**config.mk**
```make
export PLATFORM = sky130hd
export DESIGN_NAME = muldiv_unit
export DESIGN_NICKNAME = d
export VERILOG_FILES = /design/src/rtl/muldiv_unit.sv
export SDC_FILE = /design/constraint.sdc
export NUM_CORES = 1
export LEC_CHECK = 0
export CAP_MARGIN = 30
export CORE_AREA = 2 2 184 186
export CTS_BUF_LIST = sky130_fd_sc_hd__clkbuf_4 sky130_fd_sc_hd__clkbuf_8 sky130_fd_sc_hd__clkbuf_16
export DETAILED_ROUTE_END_ITERATION = 10
export DIE_AREA = 0 0 186 188
export GPL_ROUTABILITY_DRIVEN = 0
export PLACE_DENSITY = 0.67
export REMOVE_ABC_BUFFERS = 1
export SLEW_MARGIN = 5
export SYNTH_ARGS = -nofsm -noshare
export SYNTH_HDL_FRONTEND = slang
export SYNTH_SLANG_ARGS = --single-unit
```
**constraint.sdc**
```tcl
create_clock -name clk -period 3.5 [get_ports clk]
set_input_delay 0.525 -clock clk [delete_from_list [all_inputs] [get_ports clk]]
set_output_delay 0.525 -clock clk [all_outputs]
set_load 0.005 [all_outputs]
```
**src/rtl/muldiv_unit.sv**
```systemverilog
// Multi-cycle multiply/divide unit owning the architectural HI/LO registers.
// Radix-2 shift-add multiply and restoring divide on magnitudes, followed by a sign-fix cycle.
module muldiv_unit #(
  parameter int unsigned ITER = 32
) (
  input  logic        clk,
  input  logic        reset,
  input  logic        clk_enable,
  input  logic        start,
  input  logic [2:0]  op,
  input  logic [31:0] rs,
  input  logic [31:0] rt,
  output logic        busy,
  output logic [31:0] hi,
  output logic [31:0] lo
);

  typedef enum logic [1:0] {S_IDLE, S_RUN, S_FIX} state_t;
  typedef enum logic [2:0] {
    OP_NONE = 3'b000, OP_MULT = 3'b001, OP_MULTU = 3'b010, OP_DIV = 3'b011,
    OP_DIVU = 3'b100, OP_MTHI = 3'b101, OP_MTLO = 3'b110, OP_NONE7 = 3'b111
  } op_t;

  localparam int unsigned CW = $clog2(ITER);
  localparam logic [CW-1:0] LAST = CW'(ITER - 1);

  state_t        r_state, r_next;
  logic [CW-1:0] r_cnt;
  logic [63:0]   r_p;
  logic [31:0]   r_b;
  logic          r_is_div, r_neg_lo, r_neg_hi, r_dbz;
  logic [31:0]   r_hi, r_lo;

  logic        w_accept, w_is_mul, w_is_div, w_signed, w_rs_neg, w_rt_neg;
  logic [31:0] w_mag_a, w_mag_b;
  logic [32:0] w_mul_sum;
  logic [63:0] w_mul_next;
  logic [32:0] w_div_shift;
  logic        w_div_ge;
  logic [31:0] w_div_rem;
  logic [63:0] w_div_next;
  logic [63:0] w_prod;
  logic [31:0] w_quo, w_rem;

  always_comb begin
    w_accept = clk_enable && start && (r_state == S_IDLE);
    w_is_mul = (op == OP_MULT) || (op == OP_MULTU);
    w_is_div = (op == OP_DIV) || (op == OP_DIVU);
    w_signed = (op == OP_MULT) || (op == OP_DIV);
    w_rs_neg = w_signed && rs[31];
    w_rt_neg = w_signed && rt[31];
    w_mag_a  = w_rs_neg ? (~rs + 32'd1) : rs;
    w_mag_b  = w_rt_neg ? (~rt + 32'd1) : rt;
  end

  // Multiply: r_p = {partial product, remaining multiplier bits}; r_b = multiplicand.
  always_comb begin
    w_mul_sum  = {1'b0, r_p[63:32]} + (r_p[0] ? {1'b0, r_b} : '0);
    w_mul_next = {w_mul_sum, r_p[31:1]};
  end

  // Divide: r_p = {partial remainder, dividend shifting into quotient}; r_b = divisor.
  always_comb begin
    w_div_shift = {r_p[63:32], r_p[31]};
    w_div_ge    = w_div_shift >= {1'b0, r_b};
    w_div_rem   = w_div_shift[31:0] - r_b;
    w_div_next  = w_div_ge ? {w_div_rem, r_p[30:0], 1'b1}
                           : {w_div_shift[31:0], r_p[30:0], 1'b0};
  end

  always_comb begin
    w_prod = r_neg_lo ? (~r_p + 64'd1) : r_p;
    w_quo  = r_neg_lo ? (~r_p[31:0] + 32'd1) : r_p[31:0];
    w_rem  = r_neg_hi ? (~r_p[63:32] + 32'd1) : r_p[63:32];
  end

  always_comb begin
    r_next = r_state;
    unique case (r_state)
      S_IDLE: if (w_accept && (w_is_mul || w_is_div)) r_next = S_RUN;
      S_RUN:  if (clk_enable && (r_cnt == LAST)) r_next = S_FIX;
      S_FIX:  if (clk_enable) r_next = S_IDLE;
      default: r_next = S_IDLE;
    endcase
  end

  always_ff @(posedge clk) begin
    if (reset) r_state <= S_IDLE;
    else       r_state <= r_next;
  end

  always_ff @(posedge clk) begin
    if (reset) begin
      r_cnt    <= '0;
      r_p      <= '0;
      r_b      <= '0;
      r_is_div <= 1'b0;
      r_neg_lo <= 1'b0;
      r_neg_hi <= 1'b0;
      r_dbz    <= 1'b0;
      r_hi     <= '0;
      r_lo     <= '0;
    end else if (clk_enable) begin
      unique case (r_state)
        S_IDLE: begin
          if (w_accept) begin
            if (op == OP_MTHI) r_hi <= rs;
            if (op == OP_MTLO) r_lo <= rs;
            if (w_is_mul || w_is_div) begin
              r_cnt    <= '0;
              r_is_div <= w_is_div;
              r_neg_lo <= w_rs_neg ^ w_rt_neg;
              r_neg_hi <= w_rs_neg;
              r_dbz    <= w_is_div && (rt == '0);
              r_p      <= {32'd0, (w_is_div ? w_mag_a : w_mag_b)};
              r_b      <= w_is_div ? w_mag_b : w_mag_a;
            end
          end
        end
        S_RUN: begin
          r_cnt <= r_cnt + 1'b1;
          r_p   <= r_is_div ? w_div_next : w_mul_next;
        end
        S_FIX: begin
          if (!r_is_div) begin
            r_hi <= w_prod[63:32];
            r_lo <= w_prod[31:0];
          end else if (!r_dbz) begin
            r_hi <= w_rem;
            r_lo <= w_quo;
          end
        end
        default: ;
      endcase
    end
  end

  assign busy = (r_state != S_IDLE);
  assign hi   = r_hi;
  assign lo   = r_lo;

endmodule

```
==> reports/results.ini <==
[setup_path]
worstReg2RegStart=r_p[0]$_SDFFE_PP0P_
cp.required_ns=3.85
cp.arrival_ns=3.75
path_max_fanout=4
r2r_slack_ns=0.10
ff2ff_path_depth=13
cp-endpoint=r_p[59]$_SDFFE_PP0P_
start_kind=register
cp-end-kind=register
crit_type=register to register
cp-startpoint=r_p[0]$_SDFFE_PP0P_
timing.rr.end=r_p[59]$_SDFFE_PP0P_

[grt]
grt_max_degree=121
grt_pass1_wl_um=90700
grt_pass1_vias=16100
grt_usage_pct=33.4
antenna_found_initial=0
grt_overflow_total=0

[synth]
yosys.cell_types.count=91
synth_enable_flop_cells=0
synthArstFlopShare_pct=0
synth_area_um2=14700
synth_warnings=0
synth_area_per_cell_um2=7.13
postSynthCellCount=2054
yosys-mux-area-fraction_pct=2.82
synth-compound-area-share_pct=29.5
ys_seq_area_share_pct=23.4
synth_top_family_by_area=compound AO/OA/AOI/OAI gates
synth_xor_area_share_pct=9.92
synthSimpleGateAreaFrac_pct=22.9
ys.flop_type=dfxtp_1
synthAdderAreaFrac_pct=6.25
synth_seq_cells=171

[cells_and_area]
final_util_pct=55.5
drive_gt1_share_pct=12.6
nFillCells=3218
diodes=0
regArea_um2=3430
multiInputGateArea_um2=10600
num-nets-final=2416
syn_to_final_growth_pct=25.3

[pwr]
p_sw_mw=2.42
p_total_mw=6.57
vdd_drop_max_mv=0.383
sw_frac_of_total_pct=36.8
clockPowerShare_pct=31.8
powerDensity_nw_per_um2=358
seqPwrFrac_pct=32.8
combPwrFrac_pct=35.5
p_int_mw=4.16
leakage_nw=7.24

[timing]
finalHoldViolations=0
relSlewSlack_pct=36.6
setup_slack_ns=0.103
final_max_slew_viol_count=0
holdWs_ns=0.457
worst_slew_pin_slew_ns=0.947
finalCritPeriodShare_pct=97.1
fmax_ghz=0.294
period_needed_ns=3.40
finalSetupTns_ns=0
fin_worst_skew_ns=0.0129
setup_viol=0

[floorplanning]
io-pin-count=136
die_x_um=186
die_area_um2=35000
fp-row-count=67
die_y_um=188
core_um2=33100
start_util_pct=44.2

[worst_hold_path]
worstHoldPathType=register to register

[cts]
cts_made_buffers=17
cts.sinks=171
cts.path.max_buffers=2
clock_latency_ns=0.46
clockRootBuffer=clkbuf_16
cts_tree=built
h-tree-depth=4
clk_pin_slew_worst_paths_ns=0.08

[routing]
drt-initial-drc-count=1979
finalWirelength_um=59600
postRouteAntennaNets=0
dr_total_vias=17400
vias_per_cell=6.37
drc=0
firstDrtPassIters=7
wl_per_cell_um=21.8

[job]
cap_violations=0

[placed_design]
place_ws_ns=-0.238
dp_hpwl_um=45300
port-buffer-count=135

[outcome]
status=completed

-- timing repair --
| item | 4_1_cts | 5_1_grt |
|---|---|---|
| pin swaps | 2 | 5 |
| resized for setup | 1 | 22 |
| setup endpoints to repair | 2 | 24 |
| setup buffers | 0 | 2 |
| hold buffers | 0 | 0 |
-- sequential cells by signal, summed over array words and instances, names as in the netlist --
register / count
r_dbz: 1
r_state: 2
r_neg_lo: 1
hi: 32
r_cnt: 5
r_b: 32
r_neg_hi: 1
r_is_div: 1
lo: 32
r_p: 64
-- through the flow --
stage / area (µm²) / std cells
2_1_floorplan: 14100 / 1919
3_3_place_gp: 17600 / 2699
3_5_place_dp: 17600 / 2700
4_1_cts: 18200 / 2732
5_1_grt: 18400 / 2734
6_report: 18400 / 2734
-- power by group through the flow --
stage	registers [mW]	clock network (mW)	logic, mW
2_1_floorplan	2.18	0	1.30
3_3_place_gp	2.19	0	2.20
3_5_place_dp	2.19	0	2.22
4_1_cts	2.15	2.08	2.24
5_1_grt	2.16	2.17	2.49
6_report	2.15	2.09	2.33
-- Yosys cell counts (all sizes together) (23+ instances only) --
library cell / instances / share of area [%]
nor2: 257 / 6.6
nand2: 227 / 5.8
a21oi: 180 / 6.1
o21ai: 175 / 6.0
dfxtp: 171 / 23
clkbuf: 120 / 3.1
xnor2: 83 / 5.0
xor2: 83 / 5.0
ha: 70 / 6.0
nor3: 69 / 2.4
inv: 68 / 1.7
a211oi: 40 / 2.0
mux2i: 39 / 2.7
o211ai: 34 / 1.7
nand3: 33 / 1.1
a31oi: 30 / 1.3
o31ai: 29 / 1.6
a21o: 28 / 1.4
nor4: 25 / 1.3
a221oi: 23 / 1.4
-- final cells by class --
type                    count  area share, %
clock buffers              20           2.51
inverters                  69           1.41
repair buffers            335           15.7
multi-input cells        1679           57.7
flip-flops and latches    171           18.7
clock inverters            12          0.879
well taps                 448           3.05
-- worst min path at each step --
| stage | slack (ns) | end | cells after the start | start |
|---|---|---|---|---|
| detailed placement | 0.45 | lo[10]$_SDFFE_PP0P_ | 2 | lo[10]$_SDFFE_PP0P_ |
| global route | 0.48 | hi[21]$_SDFFE_PP0P_ | 2 | hi[21]$_SDFFE_PP0P_ |
| finish | 0.46 | lo[10]$_SDFFE_PP0P_ | 2 | lo[10]$_SDFFE_PP0P_ |
| floorplan | 0.44 | hi[22]$_SDFFE_PP0P_ | 2 | hi[22]$_SDFFE_PP0P_ |
| CTS | 0.46 | lo[1]$_SDFFE_PP0P_ | 2 | lo[1]$_SDFFE_PP0P_ |
| global placement | 0.44 | lo[1]$_SDFFE_PP0P_ | 2 | lo[1]$_SDFFE_PP0P_ |
-- kinds of logic after synthesis --
logic type                 count (synthesis)
and+or+nand+nor                          727
DFF                                      171
adders and majority gates                 72
muxes                                     41
AOI/OAI and AO/OA                        673
xor gates and xnor gates                 166
buffers and inverters                    204
-- worst max-delay path, stage by stage, from the launching register on --
cell and delay [ns]:
dfxtp_2 0.36, and2_1 0.13, ha_1 0.16, inv_1 0.05, fa_1 0.39, nand2b_4 0.18
a21oi_4 0.19, o2111ai_2 0.18, a311oi_2 0.26, buf_4 0.16, a31o_4 0.19, a311oi_2 0.13
or4b_2 0.65, a32o_1 0.26
-- cell usage in the layout, fill, tap and decap left out, types with 34 or more instances in the layout --
cell	netlist	layout
clkdlybuf4s50_1	0	134
a211oi_1	40	39
o211ai_1	34	34
o21ai_0	173	170
nor2_1	256	254
inv_1	67	66
buf_4	0	197
a21oi_1	180	176
mux2i_1	39	39
nor3_1	68	68
xor2_1	83	83
dfxtp_1	171	169
xnor2_1	83	83
ha_1	70	69
nand2_1	226	225
-- layer usage --
| metal | vias to the layer above | part of all wire [%] | global-route usage, % |
|---|---|---|---|
| li1 | 7923 | - | - |
| met1 | 8171 | 41 | 44.4 |
| met2 | 1078 | 42 | 49.4 |
| met3 | 246 | 11 | 7.24 |
| met4 | 0 | 6.6 | 19.7 |
| met5 | - | 0 | 0 |
(Power assumes the default switching activity.)
==> RTL change (same flow settings) <==
Register the inputs `start`, `op`, `rs` and `rt` before use, cleared by the reset. The logic sees them one clock later.
--- a/src/rtl/muldiv_unit.sv
+++ b/src/rtl/muldiv_unit.sv
@@ -24,6 +24,25 @@
   localparam int unsigned CW = $clog2(ITER);
   localparam logic [CW-1:0] LAST = CW'(ITER - 1);
 
+  logic start_q;
+  logic [2:0] op_q;
+  logic [31:0] rs_q;
+  logic [31:0] rt_q;
+
+  always_ff @(posedge clk) begin
+    if (reset) begin
+      start_q <= '0;
+      op_q    <= '0;
+      rs_q    <= '0;
+      rt_q    <= '0;
+    end else begin
+      start_q <= start;
+      op_q    <= op;
+      rs_q    <= rs;
+      rt_q    <= rt;
+    end
+  end
+
   state_t        r_state, r_next;
   logic [CW-1:0] r_cnt;
   logic [63:0]   r_p;
@@ -43,14 +62,14 @@
   logic [31:0] w_quo, w_rem;
 
   always_comb begin
-    w_accept = clk_enable && start && (r_state == S_IDLE);
-    w_is_mul = (op == OP_MULT) || (op == OP_MULTU);
-    w_is_div = (op == OP_DIV) || (op == OP_DIVU);
-    w_signed = (op == OP_MULT) || (op == OP_DIV);
-    w_rs_neg = w_signed && rs[31];
-    w_rt_neg = w_signed && rt[31];
-    w_mag_a  = w_rs_neg ? (~rs + 32'd1) : rs;
-    w_mag_b  = w_rt_neg ? (~rt + 32'd1) : rt;
+    w_accept = clk_enable && start_q && (r_state == S_IDLE);
+    w_is_mul = (op_q == OP_MULT) || (op_q == OP_MULTU);
+    w_is_div = (op_q == OP_DIV) || (op_q == OP_DIVU);
+    w_signed = (op_q == OP_MULT) || (op_q == OP_DIV);
+    w_rs_neg = w_signed && rs_q[31];
+    w_rt_neg = w_signed && rt_q[31];
+    w_mag_a  = w_rs_neg ? (~rs_q + 32'd1) : rs_q;
+    w_mag_b  = w_rt_neg ? (~rt_q + 32'd1) : rt_q;
   end
 
   // Multiply: r_p = {partial product, remaining multiplier bits}; r_b = multiplicand.
@@ -104,14 +123,14 @@
       unique case (r_state)
         S_IDLE: begin
           if (w_accept) begin
-            if (op == OP_MTHI) r_hi <= rs;
-            if (op == OP_MTLO) r_lo <= rs;
+            if (op_q == OP_MTHI) r_hi <= rs_q;
+            if (op_q == OP_MTLO) r_lo <= rs_q;
             if (w_is_mul || w_is_div) begin
               r_cnt    <= '0;
               r_is_div <= w_is_div;
               r_neg_lo <= w_rs_neg ^ w_rt_neg;
               r_neg_hi <= w_rs_neg;
-              r_dbz    <= w_is_div && (rt == '0);
+              r_dbz    <= w_is_div && (rt_q == '0);
               r_p      <= {32'd0, (w_is_div ? w_mag_a : w_mag_b)};
               r_b      <= w_is_div ? w_mag_b : w_mag_a;
             end
Formal check against the unedited RTL: not equivalent (Yosys sat finds a counterexample within 4 cycles, from zero or initial values and one cycle with reset high).
==> RTL change against the original RTL <==
  * Power is 13% higher
  * Combinational power decreased by 41%
  * Via count decreased by 4.0%
  * Die area did not move
  * Count of clock-buffer cells in the layout grew 17
  * Wire length is 8.5% lower
  * Area after synthesis rose by 12%
  * Fmax increased by 0.55%
  * Highest routed layer unchanged
  * Sequential cell count increased by 68
  * First-iteration DRC count shrank 24%
  * Worst setup slack better by 18 ps
  * Sequential power grew 35%
  * Final area rose by 5.5%
  * Non-clock buffer count is 124 lower
==> RTL change: results (changes against the original RTL) <==
* Hold/Removal Path Class: in2reg
* Hpwl dp at 40.0 mm (-12%)
* Vias at 16700 (-4.0%)
* Register-to-Register Path Depth at 9 (-4)
* First-pass GRT wire length at 84.4 mm (-6.9%)
* Hold Path End: rt_q[10]
* Detailed Route Iter0 Violations at 1511 (-24%)
* Switching pwr at 2.14 mW (-11%)
* Clock Tree Buf Depth at 3 (+1)
* WP data arrival at 3880 ps (+130 ps)
* Flop-to-flop setup slack at 120 ps (+20 ps)
* Max transition margin at 44.1% (+7.5 points)
* Largest net degree at the start of global routing at 155 (+28%)
* Hold_sp: reset
* Routed len/inst at 19.9 um (-8.9%)
* Library cells used by synthesis at 81 (-11%)
* TritonRoute pass-1 iters at 8 (+1)
* Vias in the first global route at 15500 (-4.1%)
* R2R Path Start: r_p[2]
* Commonest cells in the netlist: nor2_1, dfxtp_1, nand2_1
* Final nets at 2421 (+0.21%)
* CTS clk-pin slew, worst paths at 60 ps (-20 ps)
* Peak supply drop at 370 uV (-3.4%)
* Seq/Total Area, Yosys at 29.2% (+5.8 points)
* Vias per cell at 6.09 (-4.5%)
* Max reg flops at 64 (unchanged)
* Skew final at 9.77 ps (-3.17 ps)
* Share of post-route cells with drive strength above 1 at 7.39% (-5.2 points)
* Capturing point of the worst reg2reg path: hi[28]
* Status: finished, final reports clean
* Overall Global Routing Usage at 30.4% (-3.1 points)
* #FFs+latches synth at 239 (+40%)
* Top cells by area, synth: dfxtp_1, nor2_1, a21oi_1
* H-tree Lvls at 1 (-3)
* Antenna violations before repair at 1 (+1)
* CTS Buf Count at 28 (+11)
[RTL change: what timing repair did]
item	in CTS	in global routing
resized for setup	1	5
hold endpoints to repair	0	0
cloned	0	0
pin swaps	0	0
setup endpoints to repair	1	10
[RTL change: logic make-up after synthesis]
group                    share of synthesized area [%]
AO/OA/AOI/OAI                                     25.4
XOR/XNOR                                          8.50
adder cells (fa/ha/maj)                           5.59
buffers and inverters                             5.12
flip-flops                                        29.2
multiplexers                                      3.43
AND/OR/NAND/NOR                                   22.7
[RTL change: metal layers]
layer  GRT usage (%)  wire length, um  share of wire (%)
met2            48.6            24800                 45
met4            14.1             2900                5.3
met5               0                0                  0
met3            3.32             3520                6.4
met1            40.8            23300                 43
[RTL change: power by group through the flow]
stage / registers, mW / logic (mW) / clock network, mW
2_1_floorplan: 2.94 / 0.867 / 0
4_1_cts: 2.91 / 1.36 / 3.18
3_3_place_gp: 2.97 / 1.34 / 0
3_5_place_dp: 2.97 / 1.35 / 0
5_1_grt: 2.92 / 1.50 / 3.30
6_report: 2.91 / 1.38 / 3.15
[RTL change: worst max-delay path, cell delays in order, from the launching register on]
cell and delay (ps):
dfxtp_1 390, or4_4 610, nor4b_4 550, nand4_2 280, o21a_4 340, o21ai_2 230
a31oi_1 130, xnor2_1 160, a2111oi_2 510, a21o_1 130
[RTL change: stage by stage]
stage	total power, mW	hold slack, ps	setup slack, ps
3_5_place_dp	4.32	445	-42.5
4_1_cts	7.45	379	61.4
5_1_grt	7.72	399	-39.9
2_1_floorplan	3.81	426	-245
6_report	7.45	385	121
3_3_place_gp	4.30	442	-27.5
[RTL change: worst max path at each step]
stage             start      end  slack [ps]  cells past startpoint
2_1_floorplan  r_is_div   hi[23]        -250                      7
3_3_place_gp     r_p[2]   hi[28]         -30                      9
3_5_place_dp     r_p[2]   hi[28]         -40                      9
4_1_cts          r_p[2]   hi[28]          60                      9
5_1_grt          r_p[0]  r_p[59]         -40                     14
6_report         r_p[2]   hi[28]         120                      9
[RTL change: area by class of cell]
cell class	count	area [sq um]
well taps	448	561
flip-flops and latches	239	4790
clock inverters	15	190
inverters	65	244
multi-input cells	1733	10800
repair buffers	211	1960
clock buffers	37	817
fillers	3003	13700
